File: src/rtl/ram_16x8_ctrl.sv
// Host-side controller for a 16x8 synchronous RAM: single read/write requests over
// valid/ready, read data returned on a valid/ready response channel, plus a whole-array fill.
module ram_16x8_ctrl #(
    parameter int ADDR_W = 4,
    parameter int DATA_W = 8,
    parameter int DEPTH  = 16
) (
    input  logic              clk,
    input  logic              rst_n,
    input  logic              req_valid,
    output logic              req_ready,
    input  logic              req_we,
    input  logic [ADDR_W-1:0] req_addr,
    input  logic [DATA_W-1:0] req_wdata,
    input  logic              fill_start,
    input  logic [DATA_W-1:0] fill_data,
    output logic              busy,
    output logic              rsp_valid,
    input  logic              rsp_ready,
    output logic [ADDR_W-1:0] rsp_addr,
    output logic [DATA_W-1:0] rsp_data,
    output logic [ADDR_W-1:0] addr,
    output logic              RW,
    output logic [DATA_W-1:0] i_data,
    input  logic [DATA_W-1:0] o_data
);

    typedef enum logic [2:0] {S_IDLE, S_WR, S_RD, S_CAP, S_RSP, S_FILL} state_t;

    state_t state_q, state_d;

    logic [ADDR_W-1:0] addr_q, addr_d;
    logic [DATA_W-1:0] i_data_q, i_data_d;
    logic              rw_q, rw_d;
    logic              req_ready_q, req_ready_d;
    logic              busy_q, busy_d;
    logic              rsp_valid_q, rsp_valid_d;
    logic [ADDR_W-1:0] rsp_addr_q, rsp_addr_d;
    logic [DATA_W-1:0] rsp_data_q, rsp_data_d;

    // req_ready_q gates acceptance so nothing is taken in the first cycle after reset
    logic accept, fill_last;
    assign accept    = (state_q == S_IDLE) && req_ready_q;
    assign fill_last = (addr_q == ADDR_W'(DEPTH - 1));

    always_ff @(posedge clk or negedge rst_n) begin
        if (!rst_n) state_q <= S_IDLE;
        else        state_q <= state_d;
    end

    always_comb begin
        state_d = state_q;
        case (state_q)
            S_IDLE: begin
                if (accept && fill_start)     state_d = S_FILL;
                else if (accept && req_valid) state_d = req_we ? S_WR : S_RD;
            end
            S_WR:   state_d = S_IDLE;
            S_RD:   state_d = S_CAP;
            S_CAP:  state_d = S_RSP;
            S_RSP:  if (rsp_ready) state_d = S_IDLE;
            S_FILL: if (fill_last) state_d = S_IDLE;
            default: state_d = S_IDLE;
        endcase
    end

    // Outputs are registered, so each register is loaded with the value for the state being entered
    always_comb begin
        addr_d      = addr_q;
        i_data_d    = i_data_q;
        rw_d        = 1'b0;
        rsp_valid_d = 1'b0;
        rsp_addr_d  = rsp_addr_q;
        rsp_data_d  = rsp_data_q;
        case (state_q)
            S_IDLE: begin
                if (accept && fill_start) begin
                    addr_d   = '0;
                    i_data_d = fill_data;
                    rw_d     = 1'b1;
                end else if (accept && req_valid) begin
                    addr_d = req_addr;
                    if (req_we) begin
                        i_data_d = req_wdata;
                        rw_d     = 1'b1;
                    end
                end
            end
            S_CAP: begin
                rsp_data_d  = o_data;
                rsp_addr_d  = addr_q;
                rsp_valid_d = 1'b1;
            end
            S_RSP:  rsp_valid_d = !rsp_ready;
            S_FILL: begin
                if (!fill_last) begin
                    addr_d = addr_q + ADDR_W'(1);
                    rw_d   = 1'b1;
                end
            end
            default: ;
        endcase
        req_ready_d = (state_d == S_IDLE);
        busy_d      = (state_d != S_IDLE);
    end

    always_ff @(posedge clk or negedge rst_n) begin
        if (!rst_n) begin
            addr_q      <= '0;
            i_data_q    <= '0;
            rw_q        <= 1'b0;
            req_ready_q <= 1'b0;
            busy_q      <= 1'b0;
            rsp_valid_q <= 1'b0;
            rsp_addr_q  <= '0;
            rsp_data_q  <= '0;
        end else begin
            addr_q      <= addr_d;
            i_data_q    <= i_data_d;
            rw_q        <= rw_d;
            req_ready_q <= req_ready_d;
            busy_q      <= busy_d;
            rsp_valid_q <= rsp_valid_d;
            rsp_addr_q  <= rsp_addr_d;
            rsp_data_q  <= rsp_data_d;
        end
    end

    assign addr      = addr_q;
    assign i_data    = i_data_q;
    assign RW        = rw_q;
    assign req_ready = req_ready_q;
    assign busy      = busy_q;
    assign rsp_valid = rsp_valid_q;
    assign rsp_addr  = rsp_addr_q;
    assign rsp_data  = rsp_data_q;

endmodule

File: config.mk
export PLATFORM = sky130hd
export DESIGN_NAME = ram_16x8_ctrl
export DESIGN_NICKNAME = d
export VERILOG_FILES = /design/src/rtl/ram_16x8_ctrl.sv
export SDC_FILE = /design/constraint.sdc
export NUM_CORES = 1
export LEC_CHECK = 0
export CAP_MARGIN = 10
export CORE_ASPECT_RATIO = 1.5
export CORE_MARGIN = 5
export CORE_UTILIZATION = 37
export DETAILED_ROUTE_END_ITERATION = 7
export PLACE_DENSITY = 0.84
export SLEW_MARGIN = 20
export SYNTH_ARGS = -nofsm -noshare
export SYNTH_HDL_FRONTEND = slang
export SYNTH_SLANG_ARGS = --single-unit
File: constraint.sdc
create_clock -name clk -period 1.42 [get_ports clk]
set_input_delay 0.426 -clock clk [delete_from_list [all_inputs] [get_ports clk]]
set_output_delay 0.426 -clock clk [all_outputs]
set_load 0.005 [all_outputs]
==> impl_metrics.yaml <==
detailed_routing:
  drt-vias-per-instance: 5.07
  wl_per_cell_microns: 16.1
  drtAntennaViolNets: 0
  drc: 0
  drt_wl_total_microns: 4100
  vias: 1287
  dr.pass1.iters: 6
  drt_iter0_drc: 35
finish:
  multiInputGateArea_sq_um: 693
  fillerInstances: 275
  diodes: 0
  layout_common_cells: "33 x clkdlybuf4s50_1, 31 x dfrtp_1, 26 x dlygate4sd2_1, 17 x buf_4, 11 x mux2_2"
  final_common_cell: "clkdlybuf4s50_1"
  areaGrowthSynthToFinish_pct: 76.1
  nNetsFinal: 245
  fin_area_sq_um: 2460
  drive_above_1_share: 0.332
  seq_area_sq_um: 776
setup_path:
  critPathLaunch: "state_q[2]"
  regToRegEndpoint: "i_data[5]"
  cp-start-kind: "register"
  worstPathMaxFanout: 6
  cp-end-kind: "register"
  crit_path_end: "i_data[5]"
  reg2reg_slack_ns: -0.16
  r2r_cells: 5
  arrival_ns: 1.75
  r2r_start: "state_q[2]"
  crit_required_ns: 1.59
  path_class: "register to register"
global_routing:
  grt.overflow.total: 0
  met2_usage: 0.292
  grt_antenna_before_repair: 0
  grt_pass1_vias: 1337
  use_met1: 0.176
  grt_max_degree: 32
  grt_use_met3: 0.0533
  top_usage_layer: "met2"
  grt_pass1_wl_microns: 6220
  grt_usage: 0.163
timing:
  skew_ns: 0.00576
  layout_setup_ws_ns: -0.162
  finalSetupViolCount: 15
  max_freq_mhz: 632
  holdWs_ns: 0.500
  worstMarginPinSlew_ns: 0.370
  rsz0062_at_grt: "true"
  maxSlewViolCount: 0
  post-route-period-util: 1.11
  hold_violations: 0
  relSlewSlack: 0.753
  period_needed_ns: 1.58
floorplan:
  placementRows: 27
  die_h_microns: 85.2
  die-area_sq_um: 5130
  core_sq_um: 3650
  io_pins: 62
  start_util: 0.383
  die_w_microns: 60.2
place:
  place_area_sq_um: 2130
  routabilityCongestion: 0.832
  dp_hpwl_microns: 2810
  io_buffers: 61
logic_synthesis:
  syn_area_sq_um: 1400
  muxShareOfSynthArea: 0.153
  yosys_warnings: 0
  synth-seq-cells: 31
  synth-compound-area-share: 0.0860
  synth_cell_types: 29
  synthSimpleGateAreaFrac: 0.151
  ys_seq_area_frac: 0.556
  synth_top_family_by_area: "multiplexers"
  synth-xor-area-share: 0
  postSynthAreaPerCell_sq_um: 11.4
  syn_inst: 123
  synth_fa_ha_area_frac: 0.00896
  synth_fp_nets: 158
clock_network:
  cts_tree: "built"
  numCtsBuffers: 5
  clockBufferDepth: 2
  cts.sinks: 31
  clock-root-buffer: "clkbuf_8"
  clk_latency_ns: 0.28
  cts.clk_slew.worst_paths_ns: 0.07
  cts_hold_buffers: 0
  cts_max_level: 2
min_path:
  hold_depth: 1
  hold_path.class: "register to register"
  worstHoldStart: "rsp_data[0]"
outcome:
  outcome: "finished, violations left"
  violations: "negative setup slack"
pwr:
  p_total_mw: 5.02
  power.density_cell_area_nw_per_um2: 2040
  power.static_leakage_nw: 1.15
  max-vdd-ir-drop_mv: 1.32
run:
  cap_violations: 0
kinds of logic after synthesis:
family	count (synthesis)
compound gates	20
fa+ha+maj	1
buf+inv	10
flops	31
mux	20
simple gates	41
metrics by stage:
stage / TNS [ns] / instances / utilization / setup slack (ns)
2_1_floorplan: -0.00383 / 123 / - / -0.00383
3_3_place_gp: -4.23 / 235 / 0.584 / -0.333
3_5_place_dp: -4.70 / 235 / 0.584 / -0.368
4_1_cts: -0.280 / 253 / 0.650 / -0.0800
5_1_grt: -2.51 / 254 / 0.674 / -0.287
6_report: -0.918 / 254 / 0.674 / -0.162
cell usage after synthesis, drive strengths merged:
| cell type | n | area, sq um |
|---|---|---|
| dfrtp | 31 | 776 |
| nor2 | 12 | 45.0 |
| a21oi | 11 | 55.1 |
| mux2 | 11 | 124 |
| nand2 | 11 | 41.3 |
| mux2i | 9 | 90.1 |
| nand3 | 8 | 40.0 |
| buf | 5 | 43.8 |
| inv | 5 | 18.8 |
| a31oi | 2 | 12.5 |
| nand2b | 2 | 12.5 |
| nor2b | 2 | 12.5 |
| o21ai | 2 | 10.0 |
| a21boi | 1 | 7.51 |
| a22o | 1 | 8.76 |
| a311oi | 1 | 8.76 |
| and3b | 1 | 8.76 |
| and4 | 1 | 8.76 |
| ha | 1 | 12.5 |
| nand3b | 1 | 7.51 |
| nor3 | 1 | 5.00 |
| nor4b | 1 | 23.8 |
| o221ai | 1 | 8.76 |
| o311ai | 1 | 8.76 |
| or2 | 1 | 6.26 |
worst min-delay path by stage:
stage                     slack (ns)           to
after floorplan                 0.13           RW
after global placement          0.47  rsp_addr[2]
after detailed placement        0.48  rsp_addr[2]
after CTS                       0.50  rsp_data[0]
after global routing            0.52  rsp_addr[3]
final                           0.50  rsp_data[0]
worst max-delay path, cell delays in order, from the launching register on:
cell and delay [ns]:
dfrtp_1 0.41, nor4b_4 0.42, buf_6 0.20, nand2_8 0.08, mux2i_1 0.27, a21oi_2 0.08
state kept, by name, indices dropped and copies added, names as in the netlist:
register   count
RW             1
rsp_data       8
req_ready      1
rsp_valid      1
i_data         8
addr           4
rsp_addr       4
busy           1
state_q        3
what timing repair did:
item / in CTS / in global routing
gates cloned: 1 / 1
setup buffers: 9 / 0
resized for setup: 47 / 20
pin swaps: 14 / 4
setup endpoints to repair: 41 / 20
hold endpoints to repair: 0 / 0
per-layer routing:
| metal | wire (microns) | share of wire |
|---|---|---|
| met1 | 1570 | 0.38 |
| met2 | 2090 | 0.51 |
| met3 | 309 | 0.075 |
| met4 | 122 | 0.030 |
| met5 | 0 | 0 |
cell type report:
cell class                 instances  area share
clock inverter                     2      0.0142
inverter                           5     0.00763
sequential                        31       0.316
multi-input combinational         83       0.282
timing repair buffer              84       0.325
clock buffer                       6      0.0336
tap                               43      0.0219
report_power, final:
group          switching (mW)  internal [mW]  leakage [nW]
combinational            1.14           1.44         0.722
clock                   0.331          0.567        0.0612
sequential              0.233           1.31         0.368
total                    1.70           3.32          1.15
(Power assumes the default switching activity.)
